**config.mk**
```make
export PLATFORM = sky130hd
export DESIGN_NAME = lane_traffic_ctrl
export DESIGN_NICKNAME = d
export VERILOG_FILES = /design/src/rtl/lane_traffic_ctrl_pkg.sv /design/src/rtl/lane_traffic_ctrl_lane_mover.sv /design/src/rtl/lane_traffic_ctrl.sv
export SDC_FILE = /design/constraint.sdc
export NUM_CORES = 1
export LEC_CHECK = 0
export BUFFER_PORTS_ARGS = -buffer_cell sky130_fd_sc_hd__buf_2
export CORE_AREA = 5 5 141 143
export DETAILED_ROUTE_END_ITERATION = 10
export DIE_AREA = 0 0 146 148
export PLACE_DENSITY = 0.7
export SKIP_LAST_GASP = 1
export SLEW_MARGIN = 40
export SYNTH_ARGS = -nofsm -noshare
export SYNTH_HDL_FRONTEND = slang
export SYNTH_SLANG_ARGS = --single-unit
```
**constraint.sdc**
```tcl
create_clock -name CLK -period 11.6 [get_ports CLK]
set_input_delay 1.74 -clock CLK [delete_from_list [all_inputs] [get_ports CLK]]
set_output_delay 1.74 -clock CLK [all_outputs]
set_load 0.01 [all_outputs]
```
**src/rtl/lane_traffic_ctrl_pkg.sv**
```systemverilog
// lane_traffic_ctrl_pkg: shared playfield geometry, default lane tables and jitter LFSR helpers
package lane_traffic_ctrl_pkg;
  localparam int SCREEN_W = 640;
  localparam int CAR_W = 32;
  localparam int DEF_WRAP_X = SCREEN_W + CAR_W;
  localparam int DEF_TICK_DIV = 400000;
  localparam logic [7:0] DEF_LANE_DIR = 8'b10101010;
  localparam logic [31:0] DEF_LANE_BASE = 32'h21432143;
  localparam logic [79:0] DEF_LANE_INIT = {10'd560, 10'd480, 10'd400, 10'd320, 10'd240, 10'd160, 10'd80, 10'd0};
`ifdef CAR_JITTER_EN
  localparam logic [15:0] LFSR_SEED = 16'hACE1;
  function automatic logic [15:0] lfsr_next(input logic [15:0] s);
    return {s[14:0], s[15] ^ s[13] ^ s[12] ^ s[10]};
  endfunction
`endif
endpackage

```
**src/rtl/lane_traffic_ctrl_lane_mover.sv**
```systemverilog
// lane_traffic_ctrl_lane_mover: one lane's registered x with clamped step and ring wrap
module lane_traffic_ctrl_lane_mover
  import lane_traffic_ctrl_pkg::*;
#(
  parameter int X_W = 10,
  parameter int SPEED_W = 5,
  parameter int WRAP_X = DEF_WRAP_X,
  parameter int MAX_STEP = 31
) (
  input  logic               clk,
  input  logic               dir_i,
  input  logic [3:0]         base_i,
  input  logic [SPEED_W-1:0] bonus_i,
  input  logic               jitter_i,
  input  logic               tick_en_i,
  input  logic               load_i,
  input  logic [X_W-1:0]     init_x_i,
  output logic [X_W-1:0]     x_o
);
  localparam int SW = SPEED_W + 2;
  localparam int AW = X_W + 1;
  localparam logic [AW-1:0] WRAP = AW'(WRAP_X);
  logic [SW-1:0] sum;
  logic [AW-1:0] step, xe, fwd;
  logic [X_W-1:0] x_q, x_d;
  always_comb begin
    sum = SW'(base_i) + SW'(bonus_i) + SW'(jitter_i);
    step = (int'(sum) > MAX_STEP) ? AW'(MAX_STEP) : AW'(sum);
    xe = AW'(x_q);
    fwd = xe + step;
    x_d = X_W'(dir_i ? ((xe < step) ? xe + WRAP - step : xe - step)
                     : ((fwd >= WRAP) ? fwd - WRAP : fwd));
  end
  always_ff @(posedge clk) x_q <= load_i ? init_x_i : tick_en_i ? x_d : x_q;
  assign x_o = x_q;
endmodule

```
**src/rtl/lane_traffic_ctrl.sv**
```systemverilog
// lane_traffic_ctrl: tick divider driving NUM_LANES wrapping car lanes; define CAR_JITTER_EN for LFSR step jitter
module lane_traffic_ctrl
  import lane_traffic_ctrl_pkg::*;
#(
  parameter int NUM_LANES = 8,
  parameter int X_W = 10,
  parameter int SPEED_W = 5,
  parameter int TICK_DIV = DEF_TICK_DIV,
  parameter int WRAP_X = DEF_WRAP_X,
  parameter int MAX_STEP = 31,
  parameter logic [NUM_LANES-1:0] LANE_DIR = DEF_LANE_DIR,
  parameter logic [4*NUM_LANES-1:0] LANE_BASE = DEF_LANE_BASE,
  parameter logic [NUM_LANES*X_W-1:0] LANE_INIT = DEF_LANE_INIT
) (
  input  logic                       CLK,
  input  logic                       RST,
  input  logic                       enable,
  input  logic                       restart,
  input  logic [SPEED_W-1:0]         level_bonus,
  output logic [NUM_LANES*X_W-1:0]   car_x,
  output logic                       tick
);
  localparam int CW = $clog2(TICK_DIV);
  logic [CW-1:0] cnt_q, cnt_d;
  logic tick_q, load, term, tick_en;
  logic [NUM_LANES-1:0] jit;
  // restart shares the reset path so it also beats a coincident terminal count
  always_comb begin
    load = RST | restart;
    term = cnt_q == CW'(TICK_DIV - 1);
    tick_en = enable & term & ~load;
    cnt_d = load ? '0 : !enable ? cnt_q : term ? '0 : cnt_q + 1'b1;
  end
  always_ff @(posedge CLK) begin
    cnt_q <= cnt_d;
    tick_q <= tick_en;
  end
`ifdef CAR_JITTER_EN
  logic [15:0] lfsr_q;
  always_ff @(posedge CLK) lfsr_q <= load ? LFSR_SEED : tick_en ? lfsr_next(lfsr_q) : lfsr_q;
  assign jit = lfsr_q[NUM_LANES-1:0];
`else
  assign jit = '0;
`endif
  for (genvar i = 0; i < NUM_LANES; i++) begin : g_lane
    lane_traffic_ctrl_lane_mover #(
      .X_W(X_W), .SPEED_W(SPEED_W), .WRAP_X(WRAP_X), .MAX_STEP(MAX_STEP)
    ) u_mover (
      .clk(CLK),
      .dir_i(LANE_DIR[i]),
      .base_i(LANE_BASE[4*i +: 4]),
      .bonus_i(level_bonus),
      .jitter_i(jit[i]),
      .tick_en_i(tick_en),
      .load_i(load),
      .init_x_i(LANE_INIT[X_W*i +: X_W]),
      .x_o(car_x[X_W*i +: X_W])
    );
  end
  assign tick = tick_q;
endmodule

```
==> results.json, run 1 <==
{
  "number_of_cells_traversed_by_the_worst_hold_path": 2,
  "setup_total_negative_slack_ns": 0,
  "final_period_minus_worst_setup_slack_ns": 5.67,
  "cts_made_buffers": 9,
  "leading_register_cell_type_out_of_synthesis": "dfxtp_1",
  "num_rows": 50,
  "dominant_combinational_cell_family_by_area_after_synthesis": "compound AO/OA/AOI/OAI gates",
  "post-synth-top-area-fraction_pct": 22.3,
  "synth.cells.most_frequent": "115 x nand2_1, 100 x dfxtp_1, 100 x ha_1",
  "post_synth_inst_count": 1120,
  "number_of_drc_violations_after_detailed_routing": 0,
  "synth_compound_area_share_pct": 23.9,
  "htree_levels": 3,
  "required_ns": 11.89,
  "post_synth_num_cell_types": 84,
  "drive_gt1_share_pct": 12.1,
  "largest_net_degree_at_the_start_of_global_routing": 60,
  "drt_first_iter_violations": 424,
  "synth-async-reset-ratio_pct": 0,
  "grt_pass1_vias": 7723,
  "synth-adder-area-share_pct": 20.1,
  "cts_tree": "built",
  "die-height_um": 148,
  "holdWs_ns": 0.475,
  "clockBufferDepth": 2,
  "die_area_um2": 21600,
  "cts.root.buffer_cell": "clkbuf_16",
  "finClkSkew_ns": 0.0125,
  "initial_utilization_pct": 48.7,
  "post_dr_wirelength_cell_um": 15.8,
  "gp_congestion": 0.910,
  "globalRouteOverflowTotal": 0,
  "design.portCount": 90,
  "hold_class": "flip-flop to flip-flop",
  "num_vias": 8136,
  "worst_ir_drop_vdd_mv": 0.0703,
  "clock.fmax_mhz": 176,
  "synth-seq-cells": 100,
  "dpl_worst_slack_ns": 5.62,
  "synth-warning-count": 0,
  "slew_violations": 0,
  "synth_area_leaders": "dfxtp_1 22%, ha_1 14%, fa_1 6.2%, a21oi_1 5.2%, nand2_1 4.8%",
  "antenna_found_initial": 1,
  "most_numerous_cell_in_the_yosys_netlist": "nand2_1",
  "port_buffers": 89,
  "clock_insertion_delay_worst_skew_ns": 0.36,
  "netlist.top_cell.by_area": "dfxtp_1",
  "route.detailed.vias_per_inst": 5.66,
  "grt_use_total_pct": 21.1,
  "run_status": "completed",
  "worst_setup_path_start_kind": "primary input",
  "total_area_of_sequential_cells_um2": 2000,
  "clk_pin_slew_worst_paths_ns": 0.07,
  "final_core_utilization_pct": 53.9,
  "reg2reg_depth": 17,
  "dr.pass1.iters": 5,
  "rel_slew_slack_pct": 48.4,
  "place_hpwl_um": 16800,
  "timing_worst_slew_pin_value_ns": 0.774,
  "multi_input_comb_area_um2": 6540,
  "share_of_the_clock_period_used_by_the_worst_path_after_layout_pct": 48.9,
  "final-hold-violation-count": 0,
  "post_synth_and_or_nand_nor_area_fraction_pct": 18.8,
  "post-route-worst-setup-slack_ns": 5.93,
  "timing.max_cap.violations": 0,
  "clock-sinks": 100,
  "postRouteWirelength_um": 22700,
  "synth-xor-area-share_pct": 7.50,
  "synth-edff-count": 0,
  "layout-area-overhead-vs-synth_pct": 10.5,
  "synth_area_um2": 8990,
  "final.fill_count": 1724,
  "nNetsFinal": 1333,
  "setup_repair_after_global_routing_missed_its_margin": "false",
  "ctsResizeCount": 0,
  "syn_avg_cell_area_um2": 8.03,
  "post_synth_mux_area_share_pct": 1.59,
  "die-width_um": 146,
  "path_class": "primary input to flip-flop",
  "holdBufCountCts": 0,
  "grt_pass1_wl_um": 38100,
  "postCtsSetupBuffers": 0,
  "setup_viol_count_final": 0,
  "endpoint_kind": "flip-flop",
  "sequential_area_share_after_synthesis_pct": 22.3,
  "report.power.total_uw": 790,
  "crit_arrival_ns": 5.96,
  "core_area_um2": 18500,
  "power-per-cell-area_nw_per_um2": 79.5,
  "detail-route-antenna-nets": 0,
  "power_leakage_uw": 0.00436,
  "crit_path_max_fanout": 11
}
-- cell usage in the layout, fill, tap and decap left out, types with 5 or more instances in the layout --
cell	count
fa_1	28
or2_2	10
a22oi_1	6
nand3_1	31
and3_1	12
xnor2_1	43
xor2_1	34
a21oi_1	94
nand2b_1	8
a211oi_1	25
inv_1	88
a31o_2	6
mux2i_1	12
o21ai_1	5
a221oi_1	6
a211o_1	6
a31oi_1	12
conb_1	16
clkbuf_16	9
and2_1	6
buf_2	89
nand4_1	8
o21ai_0	49
nor3_1	21
ha_1	100
o21bai_1	13
nor2b_1	7
a21o_1	11
dfxtp_1	100
nor2_1	95
o211ai_1	12
o21a_1	8
or3_1	13
nand2_1	115
o311ai_0	5
-- kinds of logic after synthesis --
family | after synthesis
compound gates | 315
fa+ha+maj | 128
buf+inv | 130
mux | 14
simple gates | 354
flops | 100
xor+xnor | 77
other cells | 2
-- layout make-up --
| cell class | count | area share [%] |
|---|---|---|
| multi-input combinational | 904 | 65.8 |
| antenna | 2 | 0.0503 |
| clock inverter | 4 | 0.491 |
| clock buffer | 12 | 2.48 |
| inverter | 88 | 3.32 |
| sequential | 100 | 20.1 |
| timing repair buffer | 93 | 4.78 |
| tap | 234 | 2.95 |
-- routing by layer --
metal | GRT usage [%] | share of wire [%] | vias up
li1 | - | - | 4103
met1 | 27.1 | 45 | 3853
met2 | 36.0 | 48 | 147
met3 | 3.89 | 4.3 | 33
met4 | 6.54 | 2.0 | 0
met5 | 0 | 0 | -
-- where the power goes --
group | total, uW | internal, uW | switching [uW]
Combinational | 131 | 50.7 | 80.8
Sequential | 343 | 343 | 0.218
Clock | 315 | 173 | 142
Total | 790 | 567 | 223
-- flip-flops by register name, indices dropped and copies added, names as in the netlist --
name                count
cnt_q                  19
tick                    1
g_lane.u_mover.x_o     80
-- through the flow --
stage	cells	instance area, um2
finish	1437	9940
global route	1436	9940
CTS	1435	9940
detailed placement	1419	9640
global placement	1419	9640
floorplan	1134	9050
-- path summary, 6_finish.rpt --
path	start	endpoint	slack, ns
worst max register to register	g_lane[2].u_mover.x_o[0]	g_lane[2].u_mover.x_o[8]	7.75
worst min register to register	g_lane[6].u_mover.x_o[2]	g_lane[6].u_mover.x_o[2]	0.47
worst min-delay path	g_lane[6].u_mover.x_o[2]	g_lane[6].u_mover.x_o[2]	0.47
worst max-delay path	level_bonus[2]	g_lane[2].u_mover.x_o[8]	5.93
-- worst max-delay path, cell delays in order --
cell and delay (ns):
buf_2 0.19, ha_1 0.38, nand4_1 0.16, nand2b_1 0.16, inv_1 0.11, fa_1 0.43
nor2b_1 0.17, o311a_1 0.22, o22ai_2 0.14, and2_1 0.21, nor2_1 0.11, ha_1 0.17
inv_1 0.08, o21ai_0 0.15, a21oi_1 0.06, a21oi_1 0.33, o211ai_2 0.17, a32oi_1 0.50
a2bb2oi_1 0.27, mux2i_1 0.20
Power figures use the tool's default switching activity.
==> inputs of run 2 (changes only) <==
Clock period 11.6 ns to 5.7 ns, I/O delays scaled along.
==> run 2 against run 1 <==
- largest cell class unchanged
- critical path depth stayed put
- wire length is 0.60% higher
- clock skew is 0.0043 ns lower
==> results.json, run 2 (same netlist as run 1, synthesis figures left out) <==
{
  "final_period_minus_worst_setup_slack_ns": 4.76,
  "required_ns": 5.99,
  "setup_total_negative_slack_ns": 0,
  "largest_net_degree_at_the_start_of_global_routing": 59,
  "num_rows": 50,
  "final.fill_count": 1726,
  "finClkSkew_ns": 0.00823,
  "postRouteWirelength_um": 22800,
  "slew_violations": 0,
  "setup_repair_after_global_routing_missed_its_margin": "false",
  "nNetsFinal": 1333,
  "holdBufCountCts": 0,
  "drt_first_iter_violations": 443,
  "clock.fmax_mhz": 210,
  "num_vias": 8103,
  "worst_setup_path_start_kind": "primary input",
  "die-width_um": 146,
  "setup_viol_count_final": 0,
  "grt_use_total_pct": 21.3,
  "postCtsSetupBuffers": 0,
  "cts.root.buffer_cell": "clkbuf_16",
  "timing.max_cap.violations": 0,
  "clock_insertion_delay_worst_skew_ns": 0.36,
  "path_class": "primary input to flip-flop",
  "number_of_drc_violations_after_detailed_routing": 0,
  "ctsResizeCount": 0,
  "antenna-diode-count": 0,
  "clock-sinks": 100,
  "antenna_found_initial": 0,
  "detail-route-antenna-nets": 0,
  "cts_made_buffers": 9,
  "drive_gt1_share_pct": 12.1,
  "power_leakage_uw": 0.00436,
  "crit_path_max_fanout": 11,
  "htree_levels": 3,
  "grt_pass1_vias": 7845,
  "core_area_um2": 18500,
  "design.portCount": 90,
  "hold_class": "flip-flop to flip-flop",
  "share_of_the_clock_period_used_by_the_worst_path_after_layout_pct": 83.5,
  "crit_start": "level_bonus[2]",
  "rel_slew_slack_pct": 50.2,
  "power-per-cell-area_nw_per_um2": 161,
  "worst_ir_drop_vdd_mv": 0.166,
  "final-hold-violation-count": 0,
  "gp_congestion": 0.910,
  "most_common_cell_after_layout_fill_and_taps_aside": "nand2_1",
  "dp_area_um2": 9640,
  "crit_path_end": "g_lane[2].u_mover.x_o[8]",
  "cp_cell_sequence": "buf_2 > ha_1 > nand4_1 > nand2b_1 > inv_1 > fa_1 > nor2b_1 > o311a_1 > o22ai_2 > and2_1 > nor2_1 > ha_1 > inv_1 > o21ai_0 > a21oi_1 > a21oi_1 > o211ai_2 > a32oi_1 > a2bb2oi_1 > mux2i_1",
  "max_ffs_per_register": 80,
  "clk_pin_slew_worst_paths_ns": 0.07,
  "cts_tree": "built",
  "endpoint_kind": "flip-flop",
  "critPathSlowestCell": "a32oi_1",
  "initial_utilization_pct": 48.7,
  "globalRouteOverflowTotal": 0,
  "reg2reg_depth": 17,
  "critical-path-max-stage-delay_ns": 0.50,
  "run_status": "completed",
  "port_buffers": 89,
  "timing.rr.start": "g_lane[2].u_mover.x_o[0]",
  "timing_worst_slew_pin_value_ns": 0.747,
  "crit_arrival_ns": 5.05,
  "clockBufferDepth": 2,
  "layout_common_cells": "115 x nand2_1, 100 x ha_1, 100 x dfxtp_1",
  "layout-area-overhead-vs-synth_pct": 10.4,
  "route.detailed.vias_per_inst": 5.65,
  "ff2ff_setup_slack_ns": 1.85,
  "die-height_um": 148,
  "dr.pass1.iters": 5,
  "post_dr_wirelength_cell_um": 15.9,
  "die_area_um2": 21600,
  "grt_pass1_wl_um": 38700,
  "fin_area_um2": 9930,
  "place_hpwl_um": 16800,
  "worst_r2r_endpoint": "g_lane[2].u_mover.x_o[8]"
}
[run 2: cell types whose count changed in the layout (fill, tap and decap cells not counted), sizes merged]
cell      change
clkinvlp      +1
diode         -2
clkbuf        -1
[run 2: power breakdown]
part	switching, uW	internal, uW
combinational	166	103
sequential	0.490	698
clock	293	339
total	459	1140
[run 2: per-stage QoR]
step / hold WS (ns) / instances / power (uW) / utilization (%) / setup slack (ns)
2_1_floorplan: 0.466 / 1134 / 923 / - / 1.13
3_3_place_gp: 0.464 / 1419 / 976 / 52.2 / 0.780
3_5_place_dp: 0.467 / 1419 / 979 / 52.2 / 0.610
4_1_cts: 0.477 / 1435 / 1610 / 53.8 / 0.972
5_1_grt: 0.496 / 1435 / 1680 / 53.8 / 0.458
6_report: 0.478 / 1435 / 1600 / 53.8 / 0.939
[run 2: worst max-delay path: cells and delay by family]
family	cells	cell delay, ns
adder cells (fa/ha/maj)	3	0.98
multiplexers	1	0.20
AND/OR/NAND/NOR	5	0.80
buffers and inverters	3	0.37
AO/OA/AOI/OAI	8	1.85
[run 2: how the worst min path moves through the flow]
stage                                   from                  endpoint  slack [ns]  depth (start not counted)
finish              g_lane[6].u_mover.x_o[2]  g_lane[6].u_mover.x_o[2]        0.48                          2
global route        g_lane[6].u_mover.x_o[2]  g_lane[6].u_mover.x_o[2]        0.50                          2
CTS                 g_lane[6].u_mover.x_o[2]  g_lane[6].u_mover.x_o[2]        0.48                          2
detailed placement  g_lane[6].u_mover.x_o[2]  g_lane[6].u_mover.x_o[2]        0.47                          2
global placement    g_lane[6].u_mover.x_o[2]  g_lane[6].u_mover.x_o[2]        0.46                          2
floorplan                           cnt_q[1]                  cnt_q[1]        0.47                          2
[run 2: per-layer routing]
layer  wire length [um]  global-route usage, %  up-vias
li1                   -                      -     4098
met1              10700                   27.5     3821
met2              10700                   36.1      150
met3                891                   3.37       34
met4                528                   7.57        0
met5                  0                      0        -
[run 2: layout make-up]
type                            instances  area (um2)  share of cell area [%]
Inverter                               88         330                    3.33
Clock buffer                           11         233                    2.34
Timing Repair Buffer                   93         475                    4.79
Tap cell                              234         293                    2.95
Clock inverter                          5        52.6                   0.529
Sequential cell                       100        2000                    20.2
Multi-Input combinational cell        904        6540                    65.9
